<file path="src/rtl/cpu_pkg.sv">
// Shared encodings for the CPU control path: controller states, instruction
// classes, opcode/op constants, memory command and write-back select codes.
package cpu_pkg;

    typedef enum logic [4:0] {
        S_RST,
        S_IF1,
        S_IF2,
        S_UPD_PC,
        S_DECODE,
        S_GET_A,
        S_GET_B,
        S_EXEC,
        S_WB,
        S_WR_IMM,
        S_ADDR,
        S_LD_ADDR,
        S_MEM_RD1,
        S_MEM_RD2,
        S_STR_B,
        S_STR_EXEC,
        S_MEM_WR,
        S_HALT
    } state_t;

    typedef enum logic [3:0] {
        C_UNDEF,
        C_MOV_IMM,
        C_MOV_REG,
        C_ADD,
        C_CMP,
        C_AND,
        C_MVN,
        C_LDR,
        C_STR,
        C_HALT
    } instr_class_t;

    localparam logic [2:0] OPC_MOV  = 3'b110;
    localparam logic [2:0] OPC_ALU  = 3'b101;
    localparam logic [2:0] OPC_LDR  = 3'b011;
    localparam logic [2:0] OPC_STR  = 3'b100;
    localparam logic [2:0] OPC_HALT = 3'b111;

    localparam logic [1:0] OP_MOV_REG = 2'b00;
    localparam logic [1:0] OP_MOV_IMM = 2'b10;
    localparam logic [1:0] OP_ADD     = 2'b00;
    localparam logic [1:0] OP_CMP     = 2'b01;
    localparam logic [1:0] OP_AND     = 2'b10;
    localparam logic [1:0] OP_MVN     = 2'b11;

    localparam logic [1:0] MEM_NONE = 2'b00;
    localparam logic [1:0] MEM_RD   = 2'b01;
    localparam logic [1:0] MEM_WR   = 2'b10;

    localparam logic [1:0] WB_ALU  = 2'b00;
    localparam logic [1:0] WB_IMM8 = 2'b01;
    localparam logic [1:0] WB_MEM  = 2'b10;

    // Classes whose address or first operand comes from Rn via the A register.
    function automatic logic uses_rn_a(input instr_class_t c);
        return (c == C_ADD) || (c == C_CMP) || (c == C_AND) ||
               (c == C_LDR) || (c == C_STR);
    endfunction

endpackage

</file>
<file path="src/rtl/instr_decode.sv">
// Combinational decode of the instruction register: register/shift fields and
// the instruction class used by the controller to pick its state path.
module instr_decode
    import cpu_pkg::*;
(
    input  logic [15:0] ir,
    output logic [1:0]  op,
    output logic [2:0]  rn,
    output logic [2:0]  rd,
    output logic [1:0]  sh,
    output logic [2:0]  rm,
    output logic [3:0]  cls
);

    logic [2:0] opcode;

    assign opcode = ir[15:13];
    assign op     = ir[12:11];
    assign rn     = ir[10:8];
    assign rd     = ir[7:5];
    assign sh     = ir[4:3];
    assign rm     = ir[2:0];

    always_comb begin
        cls = C_UNDEF;
        case (opcode)
            OPC_MOV: begin
                if (op == OP_MOV_IMM)      cls = C_MOV_IMM;
                else if (op == OP_MOV_REG) cls = C_MOV_REG;
            end
            OPC_ALU: begin
                case (op)
                    OP_ADD:  cls = C_ADD;
                    OP_CMP:  cls = C_CMP;
                    OP_AND:  cls = C_AND;
                    default: cls = C_MVN;
                endcase
            end
            OPC_LDR:  if (op == 2'b00) cls = C_LDR;
            OPC_STR:  if (op == 2'b00) cls = C_STR;
            OPC_HALT: if (op == 2'b00) cls = C_HALT;
            default:  cls = C_UNDEF;
        endcase
    end

endmodule

</file>
<file path="src/rtl/cpu_ctrl.sv">
// Moore fetch/decode/execute sequencer driving the CPU datapath and memory.
// Optional CPU_CTRL_ILLEGAL_TRAP_EN: undefined encodings halt with illegal=1.
module cpu_ctrl
    import cpu_pkg::*;
(
    input  logic        clk,
    input  logic        rst_n,
    input  logic [15:0] ir,
    output logic        load_ir,
    output logic        load_pc,
    output logic        reset_pc,
    output logic        load_addr,
    output logic        addr_sel,
    output logic [1:0]  mem_cmd,
    output logic [2:0]  reg_sel,
    output logic        w_en,
    output logic [1:0]  wb_sel,
    output logic        en_A,
    output logic        en_B,
    output logic        en_C,
    output logic        en_status,
    output logic        sel_A,
    output logic        sel_B,
    output logic [1:0]  alu_op,
    output logic [1:0]  shift,
    output logic        halted,
    output logic        illegal
);

    state_t       state;
    state_t       next;
    instr_class_t cls;
    logic [3:0]   cls_raw;
    logic [1:0]   op;
    logic [2:0]   rn;
    logic [2:0]   rd;
    logic [1:0]   sh;
    logic [2:0]   rm;

    instr_decode u_decode (
        .ir  (ir),
        .op  (op),
        .rn  (rn),
        .rd  (rd),
        .sh  (sh),
        .rm  (rm),
        .cls (cls_raw)
    );

    assign cls = instr_class_t'(cls_raw);

    always_ff @(posedge clk or negedge rst_n) begin
        if (!rst_n) state <= S_RST;
        else        state <= next;
    end

    always_comb begin
        next = state;
        case (state)
            S_RST:    next = S_IF1;
            S_IF1:    next = S_IF2;
            S_IF2:    next = S_UPD_PC;
            S_UPD_PC: next = S_DECODE;
            S_DECODE: begin
                if (cls == C_MOV_IMM)                        next = S_WR_IMM;
                else if (cls == C_MOV_REG || cls == C_MVN)   next = S_GET_B;
                else if (uses_rn_a(cls))                     next = S_GET_A;
                else if (cls == C_HALT)                      next = S_HALT;
                else begin
`ifdef CPU_CTRL_ILLEGAL_TRAP_EN
                    next = S_HALT;
`else
                    next = S_IF1;
`endif
                end
            end
            S_GET_A:    next = (cls == C_LDR || cls == C_STR) ? S_ADDR : S_GET_B;
            S_GET_B:    next = S_EXEC;
            S_EXEC:     next = (cls == C_CMP) ? S_IF1 : S_WB;
            S_WB:       next = S_IF1;
            S_WR_IMM:   next = S_IF1;
            S_ADDR:     next = S_LD_ADDR;
            S_LD_ADDR:  next = (cls == C_LDR) ? S_MEM_RD1 : S_STR_B;
            S_MEM_RD1:  next = S_MEM_RD2;
            S_MEM_RD2:  next = S_IF1;
            S_STR_B:    next = S_STR_EXEC;
            S_STR_EXEC: next = S_MEM_WR;
            S_MEM_WR:   next = S_IF1;
            S_HALT:     next = S_HALT;
            default:    next = S_RST;
        endcase
    end

    always_comb begin
        load_ir   = 1'b0;
        load_pc   = 1'b0;
        reset_pc  = 1'b0;
        load_addr = 1'b0;
        addr_sel  = 1'b0;
        mem_cmd   = MEM_NONE;
        reg_sel   = 3'd0;
        w_en      = 1'b0;
        wb_sel    = WB_ALU;
        en_A      = 1'b0;
        en_B      = 1'b0;
        en_C      = 1'b0;
        en_status = 1'b0;
        sel_A     = 1'b0;
        sel_B     = 1'b0;
        alu_op    = 2'b00;
        shift     = 2'b00;
        halted    = 1'b0;
        case (state)
            S_RST: begin
                reset_pc = 1'b1;
                load_pc  = 1'b1;
            end
            S_IF1: begin
                addr_sel = 1'b1;
                mem_cmd  = MEM_RD;
            end
            S_IF2: begin
                addr_sel = 1'b1;
                mem_cmd  = MEM_RD;
                load_ir  = 1'b1;
            end
            S_UPD_PC: load_pc = 1'b1;
            S_WR_IMM: begin
                reg_sel = rn;
                wb_sel  = WB_IMM8;
                w_en    = 1'b1;
            end
            S_GET_A: begin
                reg_sel = rn;
                en_A    = 1'b1;
            end
            S_GET_B: begin
                reg_sel = rm;
                en_B    = 1'b1;
            end
            // MOV reg passes shifted B through an ALU add with A forced to zero.
            S_EXEC: begin
                shift = sh;
                if (cls == C_MOV_REG) begin
                    sel_A  = 1'b1;
                    alu_op = 2'b00;
                end else begin
                    alu_op = op;
                end
                if (cls == C_CMP) en_status = 1'b1;
                else              en_C      = 1'b1;
            end
            S_WB: begin
                reg_sel = rd;
                wb_sel  = WB_ALU;
                w_en    = 1'b1;
            end
            S_ADDR: begin
                sel_B = 1'b1;
                en_C  = 1'b1;
            end
            S_LD_ADDR: load_addr = 1'b1;
            S_MEM_RD1: mem_cmd = MEM_RD;
            S_MEM_RD2: begin
                mem_cmd = MEM_RD;
                reg_sel = rd;
                wb_sel  = WB_MEM;
                w_en    = 1'b1;
            end
            S_STR_B: begin
                reg_sel = rd;
                en_B    = 1'b1;
            end
            S_STR_EXEC: begin
                sel_A = 1'b1;
                en_C  = 1'b1;
            end
            S_MEM_WR: mem_cmd = MEM_WR;
            S_HALT:   halted  = 1'b1;
            default: ;
        endcase
    end

`ifdef CPU_CTRL_ILLEGAL_TRAP_EN
    // Remembers why HALT was entered; only a reset clears it.
    logic trap_q;

    always_ff @(posedge clk or negedge rst_n) begin
        if (!rst_n)                                   trap_q <= 1'b0;
        else if (state == S_DECODE && cls == C_UNDEF) trap_q <= 1'b1;
    end

    assign illegal = (state == S_HALT) && trap_q;
`else
    assign illegal = 1'b0;
`endif

endmodule

</file>
<file path="config.mk">
export PLATFORM = sky130hd
export DESIGN_NAME = cpu_ctrl
export DESIGN_NICKNAME = d
export VERILOG_FILES = /design/src/rtl/cpu_pkg.sv /design/src/rtl/instr_decode.sv /design/src/rtl/cpu_ctrl.sv
export SDC_FILE = /design/constraint.sdc
export NUM_CORES = 1
export LEC_CHECK = 0
export ABC_AREA = 1
export ABC_CLOCK_PERIOD_IN_PS = 2800
export BUFFER_PORTS_ARGS = -buffer_cell sky130_fd_sc_hd__buf_4
export CORE_UTILIZATION = 48
export DETAILED_ROUTE_END_ITERATION = 10
export GPL_TIMING_DRIVEN = 0
export PLACE_DENSITY_LB_ADDON = 0.12
export SETUP_SLACK_MARGIN = 0.15
export SLEW_MARGIN = 5
export SYNTH_ARGS = -nofsm -noshare
export SYNTH_HDL_FRONTEND = slang
export SYNTH_SLANG_ARGS = --single-unit
</file>
<file path="constraint.sdc">
create_clock -name clk -period 2.8 [get_ports clk]
set_input_delay 0.28 -clock clk [delete_from_list [all_inputs] [get_ports clk]]
set_output_delay 0.28 -clock clk [all_outputs]
set_load 0.05 [all_outputs]
</file>
Word-level counts from Yosys, hierarchy flattened --
Index checks and enable logic that the tools add are counted.
Word-level totals: bits in latches 0, input port bits 18, output and inout port bits 25, memories kept 0, bits in read-only memories 0, register bits 5, memory bits (writable) 0, word-level logic and storage cells 88
Cells by class: reduce and logical (&&, ||, !) cells 17, multiplexer cells 37, $add $sub $neg 0, $lt $le $gt $ge 0, equal/unequal tests 33, multiply operators 0, bitwise gates (word level) 0, shift-type cells 0, divide/modulo/power cells 0
Operator list (count):
- one-hot mux 5 bit (14 select lines) | 1
- equality test 5 x 4 -> 1 bit, second input constant | 8
- equality test 5 x 3 -> 1 bit, second input constant | 4
- 2-to-1 mux 4 bit | 5
- 2-to-1 mux 5 bit | 4
- one-hot mux 4 bit (5 select lines) | 1
- one-hot mux 3 bit (3 select lines) | 2
- equality test 4 x 3 -> 1 bit, second input constant | 4
- 2-to-1 mux 1 bit | 14
- equality test 3 bit, second input constant | 4
- equality test 5 x 2 -> 1 bit, second input constant | 2
- equality test 5 bit, second input constant | 2
- 2-to-1 mux 2 bit | 5
- OR reduction 2 bit | 5
- equality test 4 x 2 -> 1 bit, second input constant | 2
- equality test 4 bit, second input constant | 2
- one-hot mux 2 bit (2 select lines) | 2
- logical OR 1 bit | 6
- OR reduction 3 bit | 2
- equality test 5 x 1 -> 1 bit, second input constant | 1
- logical NOT 5 bit | 1
- OR reduction 5 bit | 1
- equality test 4 x 1 -> 1 bit, second input constant | 1
- one-hot mux 1 bit (2 select lines) | 2
- 6 further kinds | 6

Longest topological paths before layout --
depth in word-level cells 13, gate-level depth with buffers 11, gate-level depth less buffers 11

By module --
A second synthesis with hierarchy kept.
Unflattened totals: cells, all modules 187, area, all modules 1031.0 µm²
By module, submodules not included:
- cpu_ctrl | area an instance 782.0 µm², instances 1, cells each 146, sequential area each 125.1 µm²
- instr_decode | area an instance 249.0 µm², instances 1, cells each 41, sequential area each 0.0 µm²

Worst setup path before layout --
Ideal clock, no wire load.
kind reg2out, from register state[4], to output en_C, required time 2.520 ns, cell stages (with the launch flop) 6, path slack 0.316 ns, data arrival time 2.204 ns, path buffers 0, cell sequence dfrtp_1 inv_2 nand3_2 nor3_1 nor2_1 nand2_1
On the way: word-level cells in the longest chain between the ends 3, elaborated cells on any way between the ends 5, classes of those cells eq/ne (3); mux (1); reduce/logical (1)
Ends and longest elaborated chain:
- start, declared | line cpu_ctrl.sv:30 | state_t state;
- start signal, assigned | line cpu_ctrl.sv:54 | else state <= next;
- equality test 5 x 4 -> 1 bit | line cpu_ctrl.sv:113 | case (state)
- OR reduction 2 bit (no line)
- one-hot mux 1 bit (2 select lines) * | line cpu_ctrl.sv:113
- end, declared | line cpu_ctrl.sv:20 | output logic en_C,
Every way passes the cells marked *; elsewhere a longest branch is shown, timed or not.

Worst setup path after layout --
from register state[4], to output reg_sel[2]
On the way: word-level cells in the longest chain between the ends 3, elaborated cells on any way between the ends 9, classes of those cells eq/ne (6); mux (1); reduce/logical (2)
Ends and longest elaborated chain:
- equality test 5 x 4 -> 1 bit or equality test 5 x 3 -> 1 bit (tied branches) | line cpu_ctrl.sv:113
- OR reduction 3 bit (no line) or OR reduction 2 bit (tied branches)
- one-hot mux 3 bit (3 select lines) * | line cpu_ctrl.sv:113
- end, declared | line cpu_ctrl.sv:15 | output logic [2:0] reg_sel,
Marked as above.

==> run summary <==
Yosys reg bits: 5
count of synthesis-stage warnings from yosys: 0
Worst Clk Skew: 5.770 ps
power density over cell area: 1007 nW/um^2
Routed met2 length: 1.162 mm
setup TNS: 0 ps
critical path cell sequence: inv_2 > nand3_2 > o21ai_0 > nand2_1 > nand3_1 > buf_4
post-detail-place hpwl: 1.976 mm
final non-filler cell area: 1185 sq um
violations in the final reports: design-rule violations
largest net degree at the start of global routing: 9
largest registers: state: 5 flops
combinational fraction of design power: 0.815
buffer depth of the longest clock path: 2
post-synthesis share of cell area spent on xor and xnor gates: 0
clock network fraction of total power: 0.068
height of the die: 43.35 um
number of nets produced by synthesis: 183
DR pass1 iterations: 7
Row Count: 14
total leakage power: 0.7780 nW
family of cells with the greatest summed delay on the critical path: flip-flops
compound-cell area share of the yosys netlist: 0.06707
count of fill cells added during filler insertion: 154
CTS buffer count: 3
largest area contributor in the synthesized netlist: sky130_fd_sc_hd__nand2_1
GRT Overall Usage: 0.2593
number of maximum-capacitance violations: 0
P_sw: 0.0007606 W
Peak supply drop: 0.5406 mV
number of antenna violations at the first check in global routing: 0
number of nets with antenna violations after detailed routing: 0
register-to-register setup slack: 1430 ps
# port buffers: 41
total cell area at the placement stage: 1149 sq um
area of the die: 1879 sq um
Clock Latency Late Sink: 240 ps
post-DR vias/cell: 4.991
commonest cells after routing, fill and taps aside: sky130_fd_sc_hd__nand2_1, sky130_fd_sc_hd__buf_4, sky130_fd_sc_hd__nor2_1
number of cells produced by synthesis: 162
clock net sink count: 5
max FFs per register: 5
first-pass GRT wire length: 3.843 mm
number of distinct library cells after synthesis: 21
vias: 1118
type of the most critical hold path: input pin to asynchronous set/reset pin
I/O pin total: 43
Int Power: 0.0004323 W
post-cts gate resize count: 0
total of endpoints with negative setup slack in the final report: 0
portion of the clock cycle consumed by the worst path in the final layout: 0.7082
final core occ: 0.7600
Crit path required time: 2520 ps
setup repair after global routing missed its margin: false
share of power burned in registers: 0.116
synthesized area per cell: 5.067 sq um
combined buffer and inverter count along the critical path: 2
via count of the first global-routing pass: 979
# DRC: 4
Initial Util: 0.5265
category of the worst setup path launch point: flop
Achievable Freq: 0.5043 GHz
sequential area share after synthesis: 0.1524
crit path time final: 1983 ps
clock slew at the register clock pins of the worst setup and hold paths: 40 ps
slowest cell on the critical path: sky130_fd_sc_hd__dfrtp_1
Synth top area share: 0.2195
Detail Route met3 WL: 140 um
result of the run: complete, but fails checks
core region area: 1559 sq um
number of slew-limit violations in the final report: 0
leftover overflow at the end of global routing: 0
buffer cell driving the clock tree root: sky130_fd_sc_hd__clkbuf_4
ratio of cells with drive above 1 in the final layout: 0.2596
fraction of the mapped netlist area in adder cells: 0.04573
cell area after technology mapping: 820.8 sq um
stage delay of the slowest cell on the critical path: 420 ps
number of inserted diodes: 0
combinational family with the most area after synthesis: simple AND/OR/NAND/NOR gates
clock tree from TritonCTS: built
total length of routed wires: 2.277 mm
sum of routed wire segments on met1: 957 um
classification of the worst setup path: flop to output pin
critical path endpoint category: output pin
mean routed wirelength per cell: 10.17 um
drt first-iter violations: 44
most common cell after layout, fill and taps aside: sky130_fd_sc_hd__nand2_1
CTS H-Tree Depth: 1
number of hold-slack violations in the final timing report: 0
largest register by flop count: state
uppermost signal routing layer after detailed routing: met4
mux cell area share after synthesis: 0
simple-gate portion of the synthesized area: 0.5747
horizontal die dimension: 43.35 um
CP arrival: 1700 ps
share of total power consumed by net switching: 0.6376
RePlAce Congestion: 0.9043
most area-consuming cells after synthesis: sky130_fd_sc_hd__nand2_1, sky130_fd_sc_hd__nor2_1, sky130_fd_sc_hd__dfrtp_1
Nets: 230
maximum net fanout on the critical path: 8
Area growth syn-to-layout: 44.36%
stage by stage:
| stage | total power [W] | std cells | hold WS (ps) | worst slack [ps] |
|---|---|---|---|---|
| floorplan | 0.0008397 | 162 | -15.59 | 316.0 |
| global placement | 0.001098 | 219 | 79.38 | 927.7 |
| detailed placement | 0.001106 | 219 | 82.37 | 877.2 |
| CTS | 0.001192 | 224 | 376.9 | 817.8 |
| global route | 0.001279 | 224 | 387.1 | 670.3 |
| finish | 0.001193 | 224 | 392.9 | 817.0 |
cells in the mapped netlist (all sizes together):
master and number:
nand2 49, buf 1, ha 3, or2 1, o21ai 7, nand3 18, o22ai 1, nand4 2
conb 1, a21oi 2, nand3b 2, nor2 37, inv 32, nor3 1, dfrtp 5
per-layer routing:
| layer | vias to the layer above | GRT usage |
|---|---|---|
| met5 | - | 0 |
| met2 | 49 | 0.4606 |
| met3 | 2 | 0.03750 |
| met4 | 0 | 0.06250 |
| met1 | 483 | 0.3299 |
| li1 | 584 | - |
layout make-up:
| type | instances | area (sq um) | share of cell area |
|---|---|---|---|
| Inverter | 32 | 120.1 | 0.1014 |
| Tap cell | 16 | 20.02 | 0.01690 |
| Sequential cell | 5 | 125.1 | 0.1056 |
| Timing Repair Buffer | 42 | 317.8 | 0.2682 |
| Multi-Input combinational cell | 124 | 568.0 | 0.4794 |
| Clock buffer | 4 | 26.28 | 0.02218 |
| Buffer | 1 | 7.507 | 0.006336 |
worst reg2reg max path, cell delays in order (launching register included):
cell and delay, ps:
sky130_fd_sc_hd__dfrtp_1 420, sky130_fd_sc_hd__nand2_1 180, sky130_fd_sc_hd__inv_2 80, sky130_fd_sc_hd__nand3_2 90
sky130_fd_sc_hd__o21ai_1 90, sky130_fd_sc_hd__nor2_1 130, sky130_fd_sc_hd__nand2_1 60, sky130_fd_sc_hd__nor2_1 100
sky130_fd_sc_hd__nand3_1 80
what timing repair did:
item / 4_1_cts / 5_1_grt
endpoints found under the hold margin: 5 / 0
setup endpoints to repair: 0 / 0
hold buffers: 1 / 0
buffers inserted: 0 / 0
final timing paths:
check / from / to / cells past startpoint
max in group asynchronous: rst_n / state[4]$_DFF_PN0_ / 2
worst min register to register: state[3]$_DFF_PN0_ / state[1]$_DFF_PN0_ / 2
worst min-delay path: rst_n / state[3]$_DFF_PN0_ / 2
worst max-delay path: state[4]$_DFF_PN0_ / reg_sel[2] / 6
worst max register to register: state[3]$_DFF_PN0_ / state[0]$_DFF_PN0_ / 8
min in group clk: ir[14] / state[4]$_DFF_PN0_ / 5
power by group through the flow:
stage                      Clock, W  Sequential, W  Combinational, W
final                     0.0000814       0.000139          0.000973
after global routing      0.0000869       0.000146           0.00105
after CTS                 0.0000837       0.000137          0.000971
after detailed placement          0       0.000139          0.000967
after global placement            0       0.000138          0.000960
after floorplan                   0       0.000130          0.000709
cell families (layout without fill, tap and decap cells):
group / Yosys count / in the layout
simple gates: 110 / 110
fa+ha+maj: 3 / 3
other cells: 1 / 1
buf+inv: 33 / 79
flops: 5 / 5
compound gates: 10 / 10
Power figures use the tool's default switching activity.
